[src/rtl/fx_pcs_pkg.sv]
// Shared 100BASE-X PCS definitions: code groups, encoder FSM states, 4B/5B data table
// and the NRZI helper used when FX_NRZI_EN is defined.
package fx_pcs_pkg;

  localparam logic [4:0] CG_IDLE = 5'b11111;
  localparam logic [4:0] CG_J    = 5'b11000;
  localparam logic [4:0] CG_K    = 5'b10001;
  localparam logic [4:0] CG_T    = 5'b01101;
  localparam logic [4:0] CG_R    = 5'b00111;
  localparam logic [4:0] CG_H    = 5'b00100;

  typedef enum logic [2:0] {
    ST_IDLE  = 3'd0,
    ST_SSD_K = 3'd1,
    ST_DATA  = 3'd2,
    ST_ESD_T = 3'd3,
    ST_ESD_R = 3'd4,
    ST_GAP   = 3'd5
  } fx_state_e;

  function automatic logic [4:0] data_cg(input logic [3:0] nib);
    logic [4:0] cg;
    case (nib)
      4'h0:    cg = 5'b11110;
      4'h1:    cg = 5'b01001;
      4'h2:    cg = 5'b10100;
      4'h3:    cg = 5'b10101;
      4'h4:    cg = 5'b01010;
      4'h5:    cg = 5'b01011;
      4'h6:    cg = 5'b01110;
      4'h7:    cg = 5'b01111;
      4'h8:    cg = 5'b10010;
      4'h9:    cg = 5'b10011;
      4'hA:    cg = 5'b10110;
      4'hB:    cg = 5'b10111;
      4'hC:    cg = 5'b11010;
      4'hD:    cg = 5'b11011;
      4'hE:    cg = 5'b11100;
      4'hF:    cg = 5'b11101;
      default: cg = CG_IDLE;
    endcase
    return cg;
  endfunction

  // Bit4 leaves first; each output bit is the line level after that bit.
  function automatic logic [4:0] nrzi_encode(input logic [4:0] sym, input logic lvl_in);
    logic [4:0] code;
    logic       lvl;
    lvl = lvl_in;
    for (int i = 4; i >= 0; i--) begin
      lvl     = lvl ^ sym[i];
      code[i] = lvl;
    end
    return code;
  endfunction

endpackage

[src/rtl/fx_4b5b_lut.sv]
// Combinational 4B/5B data mapping: MII nibble to 5-bit data code group.
module fx_4b5b_lut
  import fx_pcs_pkg::*;
(
  input  logic [3:0] i_nib,
  output logic [4:0] o_cg
);

  always_comb begin
    o_cg = data_cg(i_nib);
  end

endmodule

[src/rtl/fx_4b5b_encoder.sv]
// 100BASE-X PCS transmit encoder: MII nibbles to 4B/5B code groups with J/K, T/R, IDLE
// and minimum IPG enforcement. Define FX_NRZI_EN to add the registered o_nrzi output.
module fx_4b5b_encoder
  import fx_pcs_pkg::*;
#(
  parameter int MIN_IPG = 24,
  parameter int CNT_W   = 8
) (
  input  logic       i_clk,
  input  logic       i_res,
  input  logic       i_mii_tx_en,
  input  logic       i_mii_tx_er,
  input  logic [3:0] i_mii_txd,
  output logic [4:0] o_sym,
  output logic       o_active,
  output logic       o_drop
`ifdef FX_NRZI_EN
  ,
  output logic [4:0] o_nrzi
`endif
);

  localparam logic [CNT_W-1:0] IPG_MIN = CNT_W'(MIN_IPG);

  fx_state_e        r_state;
  logic [CNT_W-1:0] r_ipg;
  logic [4:0]       r_sym;
  logic             r_active;
  logic             r_drop;
  logic [4:0]       w_data;
  logic [4:0]       w_sym_nxt;
  logic             w_ipg_ok;

  fx_4b5b_lut u_lut (
    .i_nib (i_mii_txd),
    .o_cg  (w_data)
  );

  assign w_ipg_ok = (r_ipg >= IPG_MIN);

  always_comb begin
    w_sym_nxt = CG_IDLE;
    case (r_state)
      ST_IDLE:  w_sym_nxt = (i_mii_tx_en && w_ipg_ok) ? CG_J : CG_IDLE;
      ST_SSD_K: w_sym_nxt = CG_K;
      ST_DATA:  w_sym_nxt = !i_mii_tx_en ? CG_T : (i_mii_tx_er ? CG_H : w_data);
      ST_ESD_T: w_sym_nxt = CG_T;
      ST_ESD_R: w_sym_nxt = CG_R;
      ST_GAP:   w_sym_nxt = CG_IDLE;
      default:  w_sym_nxt = CG_IDLE;
    endcase
  end

  // The IPG counter only advances while IDLE is sent from ST_IDLE; a rejected start still counts.
  always_ff @(posedge i_clk) begin
    if (i_res) begin
      r_state  <= ST_IDLE;
      r_ipg    <= IPG_MIN;
      r_sym    <= CG_IDLE;
      r_active <= 1'b0;
      r_drop   <= 1'b0;
    end else begin
      r_sym <= w_sym_nxt;
      case (r_state)
        ST_IDLE: begin
          if (i_mii_tx_en && w_ipg_ok) begin
            r_state  <= ST_SSD_K;
            r_active <= 1'b1;
            r_drop   <= 1'b0;
          end else begin
            r_state  <= i_mii_tx_en ? ST_GAP : ST_IDLE;
            r_active <= 1'b0;
            r_drop   <= i_mii_tx_en;
            if (!w_ipg_ok) begin
              r_ipg <= r_ipg + CNT_W'(1);
            end else begin
              r_ipg <= r_ipg;
            end
          end
        end
        ST_SSD_K: begin
          r_state  <= i_mii_tx_en ? ST_DATA : ST_ESD_T;
          r_active <= 1'b1;
          r_drop   <= 1'b0;
        end
        ST_DATA: begin
          r_state  <= i_mii_tx_en ? ST_DATA : ST_ESD_R;
          r_active <= 1'b1;
          r_drop   <= 1'b0;
        end
        ST_ESD_T: begin
          r_state  <= ST_ESD_R;
          r_active <= 1'b1;
          r_drop   <= 1'b0;
        end
        ST_ESD_R: begin
          r_state  <= ST_IDLE;
          r_ipg    <= '0;
          r_active <= 1'b1;
          r_drop   <= 1'b0;
        end
        ST_GAP: begin
          r_state  <= i_mii_tx_en ? ST_GAP : ST_IDLE;
          r_active <= 1'b0;
          r_drop   <= 1'b0;
        end
        default: begin
          r_state  <= ST_IDLE;
          r_active <= 1'b0;
          r_drop   <= 1'b0;
        end
      endcase
    end
  end

  assign o_sym    = r_sym;
  assign o_active = r_active;
  assign o_drop   = r_drop;

`ifdef FX_NRZI_EN
  logic       r_lvl;
  logic [4:0] r_nrzi;
  logic [4:0] w_nrzi_nxt;

  assign w_nrzi_nxt = nrzi_encode(w_sym_nxt, r_lvl);

  // Encodes the same code group being registered into r_sym, so both stay aligned.
  always_ff @(posedge i_clk) begin
    if (i_res) begin
      r_lvl  <= 1'b0;
      r_nrzi <= 5'b00000;
    end else begin
      r_lvl  <= w_nrzi_nxt[0];
      r_nrzi <= w_nrzi_nxt;
    end
  end

  assign o_nrzi = r_nrzi;
`endif

endmodule

[config.mk]
export PLATFORM = sky130hd
export DESIGN_NAME = fx_4b5b_encoder
export DESIGN_NICKNAME = d
export VERILOG_FILES = /design/src/rtl/fx_pcs_pkg.sv /design/src/rtl/fx_4b5b_lut.sv /design/src/rtl/fx_4b5b_encoder.sv
export SDC_FILE = /design/constraint.sdc
export NUM_CORES = 1
export LEC_CHECK = 0
export CORE_MARGIN = 2
export CORE_UTILIZATION = 40
export DETAILED_ROUTE_END_ITERATION = 16
export PLACE_DENSITY = 0.61
export SETUP_SLACK_MARGIN = 0.1
export SLEW_MARGIN = 10
export SYNTH_ARGS = -nofsm -noshare
export SYNTH_HDL_FRONTEND = slang
export SYNTH_SLANG_ARGS = --single-unit
[constraint.sdc]
create_clock -name i_clk -period 1.6 [get_ports i_clk]
set_input_delay 0.24 -clock i_clk [delete_from_list [all_inputs] [get_ports i_clk]]
set_output_delay 0.24 -clock i_clk [all_outputs]
set_load 0.005 [all_outputs]
Word level (Yosys, flattened, before mapping)
Memory sizes are Yosys's and may differ from the RTL's. Cells that the tools add are included.

Register bits: 18. Bits in read-only memories: 80. Input bits: 8. Output and inout port bits: 7. Word-level logic and storage cells: 36. Memories: 1.

Memory list: (no name shown) (words 16, bits a word 5, rd ports 1, clocked after memory_dff 0, wr ports 0, RTL line fx_pcs_pkg.sv:23) `case (nib)`.

Add/subtract/negate cells: 1. Order comparisons: 1. Equal/unequal tests: 7. Mux-type cells: 14. Bitwise operators: 1. Reduce and logical (&&, ||, !) cells: 6.

Operators with widths (number): $pmux 5 s5 (1); $mux 8 (2); $pmux 8 s2 (1); $pmux 3 s5 (1); $mux 3 (4); $mux 5 (2); $add 8x1->8 const B (1); $ge 8x5->1 const B (1); $eq 3x2->1 const B (2); $eq 3x3->1 const B (2); $ne 2x2->1 const B (2); $reduce_or 4->1 (1); $eq 3x1->1 const B (1); $logic_not 3->1 (1); $reduce_and 3->1 (1); $reduce_or 3->1 (1); $mux 1 (2); $pmux 1 s2 (1); $reduce_bool 2->1 (1); $logic_and 1x1->1 (1); $not 1->1 (1).

Longest topological paths before layout
Gate-level depths: netlist of run 1.

Depth after elaboration: 4. Gate-level depth with buffers: 4. Mapped depth without buffers: 4.

Hierarchy
From an unflattened synthesis of run 1, not the netlist that was laid out.

Cells, all modules: 100. Area, all modules: 899.6 µm².

Modules (own cells, without submodules): fx_4b5b_encoder (instances 1, cells an instance 91, area each 834.6 µm², sequential area each 360.3 µm²); fx_4b5b_lut (instances 1, cells an instance 9, area each 65.1 µm², sequential area each 0.0 µm²).

Worst setup path after synthesis of run 1
OpenSTA, ideal clock, no wires.

Path kind: reg2reg. Start point: register r_ipg[4]. End point: register r_ipg[3]. Data arrival time: 1.353 ns. Required time: 1.538 ns. Setup slack: 0.185 ns. Cell stages (with the launch flop): 4. Path through: dfxtp_1 > a2111o_1 > or4b_1 > nand3_1.

Longest elaborated chain between the ends: 4.

RTL lines: start, declared (RTL line fx_4b5b_encoder.sv:26) `logic [CNT_W-1:0] r_ipg;`; start signal, assigned (RTL line fx_4b5b_encoder.sv:75) `r_ipg <= r_ipg + CNT_W'(1);`; start signal, assigned (RTL line fx_4b5b_encoder.sv:77) `r_ipg <= r_ipg;`; $ge 8x5->1 * (RTL line fx_4b5b_encoder.sv:39) `assign w_ipg_ok = (r_ipg >= IPG_MIN);`; $logic_and 1x1->1 (RTL line fx_4b5b_encoder.sv:66) `if (i_mii_tx_en && w_ipg_ok) begin`; $ne 2x2->1 (no line); $reduce_and 3->1 (no line) *.

Every way passes the cells marked *; elsewhere a longest branch is shown, timed or not. A chain may end at the register's enable or synchronous reset.

Worst setup path in the final report of run 1
Start point: register r_ipg[3]. End point: register r_active (netlist: o_active).

Longest elaborated chain between the ends: 4.

RTL lines: $ge 8x5->1 (RTL line fx_4b5b_encoder.sv:39); $logic_and 1x1->1 (RTL line fx_4b5b_encoder.sv:66); $mux 1 (RTL line fx_4b5b_encoder.sv:66); $pmux 1 s2 (RTL line fx_4b5b_encoder.sv:64) `case (r_state)`; end signal, assigned (RTL line fx_4b5b_encoder.sv:60) `r_active <= 1'b0;`; end signal, assigned (RTL line fx_4b5b_encoder.sv:68) `r_active <= 1'b1;`; end signal, assigned (RTL line fx_4b5b_encoder.sv:72) `r_active <= 1'b0;`; end, declared (RTL line fx_4b5b_encoder.sv:28) `logic r_active;`.

No other way between the ends.

==> flow_summary.ini, run 1 <==
[drt]
routed_via_density = 5.51
dr_wl_met3_um = 60
vias = 837
wl_met1_um = 945
wl_mm = 2.05
dr.first_iter.drc_count = 7
met2_length_mm = 1.02
drc = 0
ant_nets = 0
dr.max_layer_used = met4
post_drt_wl_per_cell_um = 13.5
first_pass_iters = 4

[synth]
synth_top_cells_by_area = dfxtp_1 42%, nand3_1 4.1%, nor2_1 4.0%
synth_top_cell_area_share = 0.424
yosys-top-cells-count = 18 x dfxtp_1, 9 x nor2_1, 7 x nand3_1
ys_seq_elements = 18
syn_area_per_cell_um2 = 8.42
synth-seq-area-share = 0.424
syn_nets = 111
yosysWarnings = 0
async_flop_share = 0
ys_types = 37
yosysMostFrequentCell = dfxtp_1
yosys.area.top_type = dfxtp_1
synth_edf_count = 0
ys_dominant_reg_cell = dfxtp_1
syn_area_um2 = 851
synthCells = 101

[floorplanning]
io_pins = 15
placeableCoreArea_um2 = 1980
rows = 16
die_height_um = 50.1
die-area_um2 = 2510
fp.dieW_um = 50.1
initial_core_util = 0.429

[worst_hold_path]
min_path_cells = 1
hold_class = reg -> reg

[placement]
gp_congestion = 0.762
io_buffers = 14
place_ws_ns = 0.131
hpwl_mm = 1.50

[setup_path]
crit_fanout = 4
cp-end-kind = register
reg2reg_slack_ns = 0.15
cp-start-kind = register
worst_ep_arrival_time_ns = 1.65
r2r_cells = 4
cp.required_ns = 1.80
crit_type = reg -> reg

[run]
maxCapViolCount = 0

[global_route]
grt.total_usage = 0.182
grt_overflow_total = 0
grt_max_degree = 11
antenna_found_initial = 0
grt_pass1_vias = 810
grt_pass1_wl_mm = 3.47

[clock_tree]
clockBufferDepth = 2
cts_buffers = 3
clk_latency_ns = 0.30
cts_num_sinks = 18
clkTransAtPathRegs_ns = 0.10
htreeDepth = 1
cts_tree = yes
root_buffer = clkbuf_4

[sta]
rsz0062_at_grt = no
fin_crit_sh = 0.908
worst_pin_slew_ns = 0.430
hold_violations = 0
timing.final.ws_setup_ns = 0.147
slew_violations = 0
report.final.setup_viol = 0
slew_headroom = 0.713
finalCriticalPeriod_ns = 1.45
max_freq_mhz = 688
fin_worst_skew_ns = 0.00624
setup_tns_ns = 0

[status]
outcome = completed

[finish]
drive_gt1_frac = 0.152
antenna_cells = 0
fin_nets = 136
syn_to_final_growth_pct = 33.1
fillers = 187

[power_and_ir_drop]
vdd_ir_drop_max_mv = 0.476
p_leak_uw = 0.000433
power.density_nw_per_um2 = 879
power.total_uw = 996
registers in the layout, indices dropped and copies added, names as in the netlist:
register  count
o_sym         5
r_ipg         8
o_active      1
r_state       3
o_drop        1
report_power, final:
| part | switching [uW] | internal (uW) | leakage (uW) | total, uW |
|---|---|---|---|---|
| registers | 16.7 | 477 | 0.000147 | 494 |
| clock network | 147 | 139 | 0.0000210 | 285 |
| logic | 104 | 112 | 0.000265 | 217 |
| total | 268 | 728 | 0.000433 | 996 |
area by class of cell:
class                           count  area, um^2  share of cell area
Multi-Input combinational cell     72         453               0.400
Sequential cell                    18         364               0.322
Inverter                            6        22.5              0.0199
Clock buffer                        4        36.3              0.0320
Tap cell                           27        33.8              0.0298
Timing Repair Buffer               25         223               0.197
layer usage:
layer | up-vias | track usage
li1 | 416 | -
met1 | 402 | 0.210
met2 | 15 | 0.322
met3 | 4 | 0.0394
met4 | 0 | 0.0648
met5 | - | 0
metrics by stage:
| step | utilization | cells | cell area, um^2 | hold WS [ns] |
|---|---|---|---|---|
| after global routing | 0.571 | 152 | 1130 | 0.533 |
| after floorplan | - | 101 | 851 | 0.387 |
| after global placement | 0.538 | 145 | 1070 | 0.492 |
| after detailed placement | 0.538 | 145 | 1070 | 0.496 |
| final | 0.571 | 152 | 1130 | 0.511 |
| after CTS | 0.556 | 149 | 1100 | 0.513 |
what timing repair did:
action,4_1_cts,5_1_grt
setup endpoints to repair,0,1
buffers inserted,0,3
hold buffers,0,0
gates resized for setup,0,3
logic make-up after synthesis:
group / Yosys count / synth area share
compound gates: 29 / 0.240
buf+inv: 11 / 0.0485
fa+ha+maj: 2 / 0.0294
flops: 18 / 0.424
simple gates: 41 / 0.259
worst paths after layout:
path | from | end
worst max-delay path | r_ipg[3] | o_active
worst min register to register | r_ipg[6] | r_ipg[6]
worst min-delay path | r_ipg[6] | r_ipg[6]
worst max register to register | r_ipg[3] | o_active
cell usage in the layout, fill, tap and decap left out, types with 4 or more instances in the layout:
master,n
dfxtp_1,17
clkdlybuf4s50_1,14
buf_4,11
nor2_1,9
nand3_1,7
nand2_1,6
inv_1,5
o21ai_0,5
a21oi_1,5
a31oi_1,4
worst max-delay path, cell delays in order, from the launching register on:
cell and delay, ns:
dfxtp_4 0.37, a2111o_1 0.46, buf_4 0.16, a21o_1 0.21
o21a_1 0.17
No activity file was read; power rests on OpenSTA's default activity.
==> run 2: changes to the inputs <==
- PLACE_DENSITY: 0.61 -> 0.64
- clock period: 1.6 -> 1.2 ns (I/O delays scaled with it)
==> run 2 against run 1 <==
  * The run now ends with negative setup slack left
  * Final area up 11%
  * Combinational power up 60%
  * Critical endpoint is now r_ipg[3]
  * Largest power group unchanged
  * Clock skew down 0.0042 ns
  * Fmax up 5.7%
  * Hold slack worse by 0.22 ns
  * Routed wire length up 1.9%
  * Global-route usage up 0.063 points
==> flow_summary.ini, run 2 (synthesis gave the netlist of run 1 again) <==
[sta]
rsz0062_at_grt = yes
slew_headroom = 0.809
report.final.setup_viol = 10
setup_tns_ns = -0.867
timing.final.ws_setup_ns = -0.175
fin_crit_sh = 1.15
worst_pin_slew_ns = 0.287
max_freq_mhz = 727
hold_violations = 0
fin_worst_skew_ns = 0.00208
slew_violations = 0
finalCriticalPeriod_ns = 1.38

[finish]
largest-register = r_ipg
syn_to_final_growth_pct = 48.1
fin_nets = 145
fillers = 173
postLayoutCoreUtil = 0.636
final_common_cell = buf_4
drive_gt1_frac = 0.276
antenna_cells = 0
mostFrequentLayoutCells = 17 x buf_4, 15 x dfxtp_1, 7 x nand3_1, 7 x nor2_1, 7 x dlygate4sd2_1
largest_reg_flops = 8

[clock_tree]
cts_num_sinks = 18
clkTransAtPathRegs_ns = 0.10
clk_latency_ns = 0.29
clockBufferDepth = 2
root_buffer = clkbuf_4
cts_buffers = 3
htreeDepth = 1
cts_tree = yes

[drt]
routed_via_density = 5.37
post_drt_wl_per_cell_um = 13.0
wl_mm = 2.09
drc = 0
ant_nets = 0
first_pass_iters = 4
dr.first_iter.drc_count = 15
vias = 865

[setup_path]
worstSetupEndpoint = r_ipg[3]
r2r_cells = 3
rr_startpoint = r_ipg[3]
reg2reg_slack_ns = -0.18
cp-end-kind = register
reg2reg_to = r_ipg[3]
crit_start = r_ipg[3]
cp-start-kind = register
crit_fanout = 3
crit_type = reg -> reg
worst_ep_arrival_time_ns = 1.61
cp.required_ns = 1.44

[placement]
hpwl_mm = 1.53
io_buffers = 14
gp_congestion = 0.860

[floorplanning]
rows = 16
die-area_um2 = 2510
io_pins = 15
fp.dieW_um = 50.1
die_height_um = 50.1
initial_core_util = 0.429
placeableCoreArea_um2 = 1980

[worst_hold_path]
hold_class = in -> reg
holdCritStartpoint = i_mii_tx_en

[status]
outcome = finished, violations left
violations = negative setup slack

[global_route]
grt.total_usage = 0.182
grt_max_degree = 11
grt_pass1_wl_mm = 3.46
grt_overflow_total = 0
grt_pass1_vias = 783
antenna_found_initial = 0

[power_and_ir_drop]
p_leak_uw = 0.000501
vdd_ir_drop_max_mv = 0.849
power.density_nw_per_um2 = 1090

[run]
maxCapViolCount = 0
run 2: changes by cell type in the layout (fill, tap and decap cells not counted), sizes merged:
cell / before / now
dlygate4sd2: 0 / 7
buf: 11 / 20
clkdlybuf4s50: 14 / 6
dlymetal6s2s: 0 / 1
run 2: power by group:
group          leakage (uW)  total (uW)  internal [uW]  switching [uW]
clock             0.0000210         370            185             185
combinational      0.000333         348            185             163
sequential         0.000147         661            638            22.6
total              0.000501        1380           1010             370
run 2: repair_timing:
| action | in CTS | in global routing |
|---|---|---|
| resized for setup | 14 | 11 |
| buffers inserted | 1 | 1 |
| pin swaps | 4 | 5 |
| hold buffers | 0 | 0 |
| setup endpoints to repair | 23 | 17 |
| hold endpoints to repair | 0 | 0 |
| cloned | 0 | 0 |
run 2: per-layer routing:
metal	up-vias	wire length (um)	track usage
li1	438	-	-
met1	405	966	0.227
met2	18	1010	0.303
met3	4	85	0.0394
met4	0	26	0.0694
met5	-	0	0
run 2: final cells by class:
| cell class | count | area [um^2] | share of cell area |
|---|---|---|---|
| Tap cell | 27 | 33.8 | 0.0268 |
| Multi-Input combinational cell | 72 | 508 | 0.403 |
| Timing Repair Buffer | 34 | 295 | 0.234 |
| Sequential cell | 18 | 364 | 0.289 |
| Clock buffer | 4 | 36.3 | 0.0288 |
| Inverter | 6 | 22.5 | 0.0179 |
run 2: worst min path at each step:
stage | slack (ns) | depth (start not counted) | end
2_1_floorplan | 0.33 | 2 | o_drop
3_5_place_dp | 0.50 | 1 | r_ipg[5]
6_report | 0.29 | 3 | o_sym[0]
3_3_place_gp | 0.49 | 1 | r_ipg[5]
4_1_cts | 0.52 | 1 | r_ipg[6]
5_1_grt | 0.34 | 3 | r_state[1]
run 2: critical path, cell delays in order, from the launching register on:
cell,delay [ns]
dfxtp_2,0.33
a2111o_1,0.44
or4b_1,0.47
nand3_1,0.07
run 2: per-stage QoR:
| step | instance area [um^2] | setup WS (ns) | power [uW] | cells | hold slack [ns] |
|---|---|---|---|---|---|
| CTS | 1210 | -0.163 | 1360 | 160 | 0.515 |
| finish | 1260 | -0.175 | 1380 | 161 | 0.288 |
| detailed placement | 1150 | -0.207 | 984 | 155 | 0.495 |
| floorplan | 860 | -0.201 | 819 | 101 | 0.327 |
| global route | 1260 | -0.235 | 1450 | 161 | 0.339 |
| global placement | 1150 | -0.200 | 981 | 155 | 0.494 |
==> run 3: changes to the inputs <==
- CTS_CLUSTER_SIZE: default -> 40
==> results of run 3 <==
The final DEF is identical to that of run 2; final timing and power are the same.
